$ cat config.mk
export PLATFORM = sky130hd
export DESIGN_NAME = pcm_to_i2s
export DESIGN_NICKNAME = d
export VERILOG_FILES = /design/src/rtl/pcm_to_i2s.sv
export SDC_FILE = /design/constraint.sdc
export NUM_CORES = 1
export LEC_CHECK = 0
export CAP_MARGIN = 5
export CELL_PAD_IN_SITES_DETAIL_PLACEMENT = 1
export CELL_PAD_IN_SITES_GLOBAL_PLACEMENT = 1
export CORE_ASPECT_RATIO = 1.1
export CORE_MARGIN = 2
export CORE_UTILIZATION = 41
export DETAILED_ROUTE_END_ITERATION = 8
export GPL_ROUTABILITY_DRIVEN = 0
export PLACE_DENSITY_LB_ADDON = 0.1
export SYNTH_ARGS = -nofsm -noshare
export SYNTH_HDL_FRONTEND = slang
export SYNTH_SLANG_ARGS = --single-unit
export TNS_END_PERCENT = 100
$ cat constraint.sdc
create_clock -name clk -period 2.6 [get_ports clk]
set_input_delay 0.52 -clock clk [delete_from_list [all_inputs] [get_ports clk]]
set_output_delay 0.52 -clock clk [all_outputs]
set_load 0.01 [all_outputs]
$ cat src/rtl/pcm_to_i2s.sv
// pcm_to_i2s: I2S master transmitter.
// Accepts left/right PCM pairs over a valid/ready handshake into a one-deep
// holding register and serialises them MSB-first on sd. It also generates the
// bit clock (sck) and word select (ws) from clk.
//
// Ports:
//   clk       system clock
//   reset     synchronous, active-high
//   enable    run request (level)
//   in_valid  sample pair valid
//   in_ready  holding register empty (registered)
//   in_left   left sample, sent in the ws=0 slot
//   in_right  right sample, sent in the ws=1 slot
//   sck       I2S bit clock
//   ws        I2S word select
//   sd        I2S serial data
//   busy      high while RUN or DRAIN
//   underrun  one-clk pulse when a frame starts with no pair held
module pcm_to_i2s #(
  parameter int SAMPLE_BITS = 8,
  parameter int SLOT_BITS   = 8,
  parameter int CLK_DIV     = 4
) (
  input  logic                   clk,
  input  logic                   reset,
  input  logic                   enable,
  input  logic                   in_valid,
  output logic                   in_ready,
  input  logic [SAMPLE_BITS-1:0] in_left,
  input  logic [SAMPLE_BITS-1:0] in_right,
  output logic                   sck,
  output logic                   ws,
  output logic                   sd,
  output logic                   busy,
  output logic                   underrun
);

  localparam int FRAME_BITS = 2 * SLOT_BITS;
  localparam int PW = $clog2(FRAME_BITS);
  localparam int DW = (CLK_DIV > 1) ? $clog2(CLK_DIV) : 1;

  localparam logic [DW-1:0] DIV_LAST    = DW'(CLK_DIV - 1);
  localparam logic [PW-1:0] POS_LAST    = PW'(FRAME_BITS - 1);
  localparam logic [PW-1:0] WS_FIRST    = PW'(SLOT_BITS - 1);
  localparam logic [PW-1:0] WS_LAST     = PW'(2 * SLOT_BITS - 2);
  localparam logic [PW-1:0] LEFT_LAST   = PW'(SAMPLE_BITS - 1);
  localparam logic [PW-1:0] RIGHT_FIRST = PW'(SLOT_BITS);
  localparam logic [PW-1:0] RIGHT_LAST  = PW'(SLOT_BITS + SAMPLE_BITS - 1);

  typedef enum logic [1:0] {IDLE, RUN, DRAIN} state_t;

  state_t                 state;
  logic [DW-1:0]          div_cnt;
  logic [PW-1:0]          pos;
  logic [PW-1:0]          pos_next;
  logic [SAMPLE_BITS-1:0] hold_l;
  logic [SAMPLE_BITS-1:0] hold_r;
  logic [SAMPLE_BITS-1:0] shift_l;
  logic [SAMPLE_BITS-1:0] shift_r;
  logic [SAMPLE_BITS-1:0] shift_l_next;
  logic [SAMPLE_BITS-1:0] shift_r_next;
  logic                   hold_full;
  logic                   hold_full_next;
  logic                   accept;
  logic                   tick;
  logic                   wrap;
  logic                   start_idle;
  logic                   go_idle;
  logic                   frame_load;

  always_comb begin
    accept       = in_valid && in_ready;
    // A bit tick is the registered 1->0 transition of sck.
    tick         = (state != IDLE) && sck && (div_cnt == DIV_LAST);
    wrap         = tick && (pos == POS_LAST);
    pos_next     = wrap ? '0 : pos + PW'(1);
    start_idle   = (state == IDLE) && enable && hold_full;
    go_idle      = wrap && (state == DRAIN) && !enable;
    frame_load   = start_idle || (wrap && !go_idle);
    shift_l_next = shift_l << 1;
    shift_r_next = shift_r << 1;
    hold_full_next = hold_full;
    if (accept) begin
      hold_full_next = 1'b1;
    end else if (frame_load) begin
      hold_full_next = 1'b0;
    end
  end

  always_ff @(posedge clk) begin
    if (reset) begin
      state     <= IDLE;
      div_cnt   <= '0;
      pos       <= '0;
      sck       <= 1'b0;
      ws        <= 1'b0;
      sd        <= 1'b0;
      busy      <= 1'b0;
      underrun  <= 1'b0;
      hold_full <= 1'b0;
      in_ready  <= 1'b1;
      hold_l    <= '0;
      hold_r    <= '0;
      shift_l   <= '0;
      shift_r   <= '0;
    end else begin
      underrun  <= 1'b0;
      hold_full <= hold_full_next;
      in_ready  <= !hold_full_next;
      if (accept) begin
        hold_l <= in_left;
        hold_r <= in_right;
      end

      case (state)
        IDLE: begin
          sck     <= 1'b0;
          ws      <= 1'b0;
          sd      <= 1'b0;
          div_cnt <= '0;
          pos     <= '0;
          if (start_idle) begin
            state <= RUN;
            busy  <= 1'b1;
          end
        end
        RUN, DRAIN: begin
          if (div_cnt == DIV_LAST) begin
            div_cnt <= '0;
            sck     <= !sck;
          end else begin
            div_cnt <= div_cnt + DW'(1);
          end

          if (tick && !wrap) begin
            pos <= pos_next;
            // ws leads the slot boundary by one bit.
            ws  <= (pos_next >= WS_FIRST) && (pos_next <= WS_LAST);
            if (pos_next <= LEFT_LAST) begin
              shift_l <= shift_l_next;
              sd      <= shift_l_next[SAMPLE_BITS-1];
            end else if (pos_next == RIGHT_FIRST) begin
              sd <= shift_r[SAMPLE_BITS-1];
            end else if ((pos_next > RIGHT_FIRST) && (pos_next <= RIGHT_LAST)) begin
              shift_r <= shift_r_next;
              sd      <= shift_r_next[SAMPLE_BITS-1];
            end else begin
              sd <= 1'b0;
            end
          end

          if (go_idle) begin
            state   <= IDLE;
            busy    <= 1'b0;
            sck     <= 1'b0;
            ws      <= 1'b0;
            sd      <= 1'b0;
            pos     <= '0;
            div_cnt <= '0;
          end else if ((state == RUN) && !enable) begin
            state <= DRAIN;
          end else if (wrap) begin
            state <= RUN;
          end
        end
        default: begin
          state <= IDLE;
          busy  <= 1'b0;
        end
      endcase

      // Frame start: take the held pair, or send a zero frame and flag it.
      if (frame_load) begin
        pos     <= '0;
        div_cnt <= '0;
        sck     <= 1'b0;
        ws      <= 1'b0;
        if (hold_full) begin
          shift_l <= hold_l;
          shift_r <= hold_r;
          sd      <= hold_l[SAMPLE_BITS-1];
        end else begin
          shift_l  <= '0;
          shift_r  <= '0;
          sd       <= 1'b0;
          underrun <= 1'b1;
        end
      end
    end
  end

endmodule
# Yosys cells after proc, flatten, opt, wreduce, memory -nomap -nowiden
# Index checks and enable logic that the tools add are counted.
# word_totals
ff_bits,46
in_bits,20
out_inout_bits,6
wordCells,116
# classes
n_addsub,2
n_lt_le_gt_ge,5
n_eq_ne,13
muxes,44
n_bitwise,1
n_reduce_logical,37
# op_table
cell,n
8-bit two-way mux,7
7-bit two-way mux,5
1-bit two-way mux,16
1-bit logical AND,13
2-bit two-way mux,6
4-bit two-way mux,3
2-bit nonzero test,6
2-bit AND reduction,5
"4-bit == test, second input constant",2
"4-bit <= comparator, second input constant",2
"2-bit != test, second input constant",4
"4-bit != test, second input constant",2
1-bit one-hot mux with 2 select lines,4
2-bit one-hot mux with 2 select lines,2
4-bit one-hot mux with 2 select lines,1
"3-bit != test, second input constant",2
2-bit OR reduction,3
1-bit zero test,5
5-bit AND reduction,1
"4-bit by 1-bit adder with 4-bit output, second input constant",1
"2-bit == test, second input constant",2
"4-bit by 3-bit >= comparator with 1-bit output, second input constant",1
"4-bit > comparator, second input constant",1
"4-bit by 3-bit <= comparator with 1-bit output, second input constant",1
7 further kinds,7

# Longest topological paths before layout
# depth
ltp_word,14
depth_mapped,9
ltp_nobuf,7

# Worst setup path after synthesis
# OpenSTA, ideal clock, no wires.
# synth_timing
kind,reg2reg
startpoint,register state[0]
endpoint,register shift_r[1]
setup_ps,137
t_arrival_ps,1914
required_time_ps,2463
path_slack_ps,549
path_stages_with_launch,8
n_path_buf,1
synth_period_minus_slack_ps,2051
cell_sequence,dfxtp_1 -> inv_1 -> ha_1 -> buf_2 -> nand4b_2 -> nor4_4 -> mux2i_1 -> a211oi_1
# synth_between
elab_chain_len,11
elab_cells_between_ends,30
cone_classes,order compare: 3; eq/ne: 5; mux: 2; reduce/logical: 20
# synth_rtl
element,line,text
from (decl),52,state_t state;
from (signal assigned),92,state <= IDLE;
from (signal assigned),123,state <= RUN;
from (signal assigned),153,state <= IDLE;
branches (longest 11 deep; another with 4-bit > comparator),--,
to (signal assigned),145,shift_r <= shift_r_next;
to (signal assigned),180,shift_r <= hold_r;
to (decl),59,logic [SAMPLE_BITS-1:0] shift_r;
# Several ways; the timed one is not identified.
# A chain may end at the register's enable or synchronous reset.

# Worst setup path after layout
# layout_timing
startpoint,register state[0]
endpoint,register shift_l[3]
# layout_between
elab_chain_len,11
elab_cells_between_ends,24
cone_classes,order compare: 1; eq/ne: 2; mux: 2; reduce/logical: 19
# layout_rtl
element,line,text
branches (longest 11 deep; another with 4-bit by 3-bit <= comparator with 1-bit output),--,
to (signal assigned),140,shift_l <= shift_l_next;
to (signal assigned),179,shift_l <= hold_l;
to (decl),58,logic [SAMPLE_BITS-1:0] shift_l;
# Several ways; the timed one is not identified.

==> flow_summary_export.csv <==
group,metric,value,unit
timing,drv_slew,0,
critical_path,r2r-start,"state[0]",
floorplanning,fp.dieArea,5874,sq um
critical_path,required,2.80,ns
clock_tree,cts_tree,"done",
power,leakage,0.9251,nW
synth,ys_seq_area_share,42.57,%
layout,fillers,631,
timing,min_period,2.331,ns
floorplanning,initial_core_util,42.98,%
synth,ys_types,43,
synth,ys.flop_type,"dfxtp_1",
timing,timing.final.crit_share,89.66,%
worst_hold_path,hold_end,"hold_r[6]",
floorplanning,rows,27,
route,wl_per_cell,14.55,um
layout,nets,310,
synth,avgSynthCellArea,8.257,sq um
critical_path,arrival,2.53,ns
layout,final_cell_area,2570,sq um
layout,seq_area,920.9,sq um
run,drv_cap,0,
timing,fin_skew,0.006214,ns
clock_tree,cts_buffers,5,
clock_tree,ctsHoldBuffers,0,
global_route,grt_usage,18.69,%
critical_path,r2r_cells,7,
placed_design,portBuffers,25,
synth,synth_nets,290,
critical_path,r2r_end,"shift_l[3]",
critical_path,slowest_stage,"ha_1",
power,vdd_drop_max,0.3363,mV
critical_path,cp-start-kind,"flop",
clock_tree,clk_latency,0.29,ns
layout,multi_input_area,1127,sq um
route,drc,0,
synth,yosys_warnings,0,
global_route,grt_pass1_wl,8694,um
critical_path,crit_path_max_fanout,8,
floorplanning,core_area,5034,sq um
synth,netlist_instances,262,
critical_path,rrSetupSlack,0.27,ns
floorplanning,die_y,80.19,um
timing,setup_tns,0,ns
clock_tree,clockRootBuffer,"clkbuf_8",
clock_tree,cts_setup_buffers,0,
worst_hold_path,hold_path_depth,2,
power,pwr_density_cell,614.7,nW/um^2
timing,rsz0062_at_grt,"no",
timing,tightest_slew,0.6037,ns
critical_path,crit_type,"reg2reg",
route,routed_wl,4948,um
synth,syn-cell-area,2163,sq um
synth,synth-edff-count,0,
route,ant_nets,0,
worst_hold_path,hp-class,"reg2reg",
clock_tree,htreeDepth,2,
route,vias,1870,
layout,drive_above_1_share,6.383,%
global_route,grt_remaining_overflow,0,
critical_path,worst-path-buf-inv,1,
timing,setup_viol,0,
layout,n_antenna_cell,0,
clock_tree,cts.path.max_buffers,2,
global_route,grt_pass1_vias,1872,
global_route,grt_max_degree,27,
route,viasPerCell,5.500,
timing,setup_slack,0.2689,ns
global_route,grt_antenna_before_repair,0,
synth,synth_seq_cells,46,
clock_tree,cts_resized,0,
critical_path,cp-end-kind,"flop",
route,drtPass1Iterations,4,
placed_design,dp_hpwl,3528,um
clock_tree,clk_pin_slew,0.08,ns
placed_design,dp_slack,0.2747,ns
clock_tree,cts_sinks,46,
timing,finalHoldViolCount,0,
synth,synth-async-reset-ratio,0,%
floorplanning,io_pins,26,
critical_path,crit_chain,"inv_1 > ha_1 > nand4b_2 > nor2_1 > o21ai_1 > and2_1 > a221oi_1",
status,status,"complete, no violations",
critical_path,critPathMaxStageDelay,0.47,ns
floorplanning,die_w,73.26,um
route,drt-initial-drc-count,58,
placed_design,place_area,2457,sq um
critical_path,crit_family,"simple AND/OR/NAND/NOR gates",
worst_hold_path,hold_start,"hold_r[6]",
timing,max_freq,429.0,MHz
layout,area_delta_synth_final,18.80,%
timing,slew_headroom,59.66,%
## worst max-delay path by stage
stage	startpoint	to	slack, ns	depth (start not counted)
final	state[0]	shift_l[3]	0.27	7
after CTS	state[0]	shift_l[1]	0.25	7
after floorplan	state[0]	shift_r[1]	0.55	7
after global placement	state[0]	shift_l[1]	0.31	7
after detailed placement	enable	shift_l[2]	0.27	6
after global routing	pos[0]	shift_l[4]	0.07	7
## metrics by stage
stage          util [%]  cells  power [mW]  hold slack [ns]
3_3_place_gp      48.82    333       1.053           0.4468
2_1_floorplan         -    262      0.9629           0.4366
4_1_cts           51.06    340       1.597           0.4623
3_5_place_dp      48.82    333       1.058           0.4506
5_1_grt           51.06    340       1.665           0.4909
6_report          51.06    340       1.580           0.4614
## Yosys cell counts (all sizes together), types with 2 or more instances
master	number	share of area, %
xnor2	2	0.81
a211oi	7	2.4
a221oi	6	2.4
nand3b	4	1.4
mux2i	10	4.6
and2	2	0.58
and3	2	0.58
xor2	2	1.2
o21ai	11	2.5
clkbuf	13	2.3
nor4	2	1.3
nor3	4	0.93
nand2b	3	0.87
nand3	13	3.2
buf	5	1.2
dfxtp	46	43
ha	8	4.6
nor2	14	2.4
inv	11	1.9
a21oi	37	8.6
nand2	44	7.6
## cells in the final DEF (no fill, tap or decap), types with 8 or more instances in the layout
master	n
mux2i_1	10
dfxtp_1	46
nor2_1	14
inv_1	11
nand3_1	12
clkdlybuf4s50_1	25
o21ai_0	9
a21oi_1	37
nand2_1	44
ha_1	8
## sequential cells by signal, summed over array words and instances (netlist names), 2 cells and up
register and count:
div_cnt 2, hold_l 8, hold_r 8, pos 4, shift_l 7, shift_r 8
state 2
## logic make-up (layout without fill, tap and decap cells)
kind of cell | after synthesis | after routing | share of synthesized area [%]
AO/OA/AOI/OAI | 71 | 71 | 19.61
flip-flops | 46 | 46 | 42.57
XOR/XNOR | 4 | 4 | 1.967
buffers and inverters | 29 | 49 | 5.321
AND/OR/NAND/NOR | 94 | 94 | 21.28
adder cells (fa/ha/maj) | 8 | 8 | 4.627
multiplexers | 10 | 10 | 4.627
## cell type report
| cell class | instances | area share (%) |
|---|---|---|
| Multi-Input combinational cell | 187 | 43.87 |
| Tap cell | 58 | 2.824 |
| Clock buffer | 6 | 3.213 |
| Inverter | 11 | 1.607 |
| Clock inverter | 1 | 1.168 |
| Timing Repair Buffer | 31 | 11.49 |
| Sequential cell | 46 | 35.83 |
## worst min-delay path, delay by kind of cell, from the launching register on
family           cells  cell delay, ns
AO/OA/AOI/OAI        1            0.05
flip-flops           1            0.32
AND/OR/NAND/NOR      1            0.05
## metal layers
layer	vias up	part of all wire (%)	wire [um]	global-route usage (%)
met2	25	48	2372	31.35
li1	960	-	-	-
met5	-	0	0	0
met4	0	1.4	67	6.667
met3	6	2.1	103	2.258
met1	879	49	2404	24.40
## power breakdown
| part | internal, mW | switching, mW |
|---|---|---|
| logic | 0.116 | 0.148 |
| registers | 0.750 | 0.0274 |
| clock network | 0.308 | 0.231 |
Note: power is estimated with default switching activity, not from simulation.
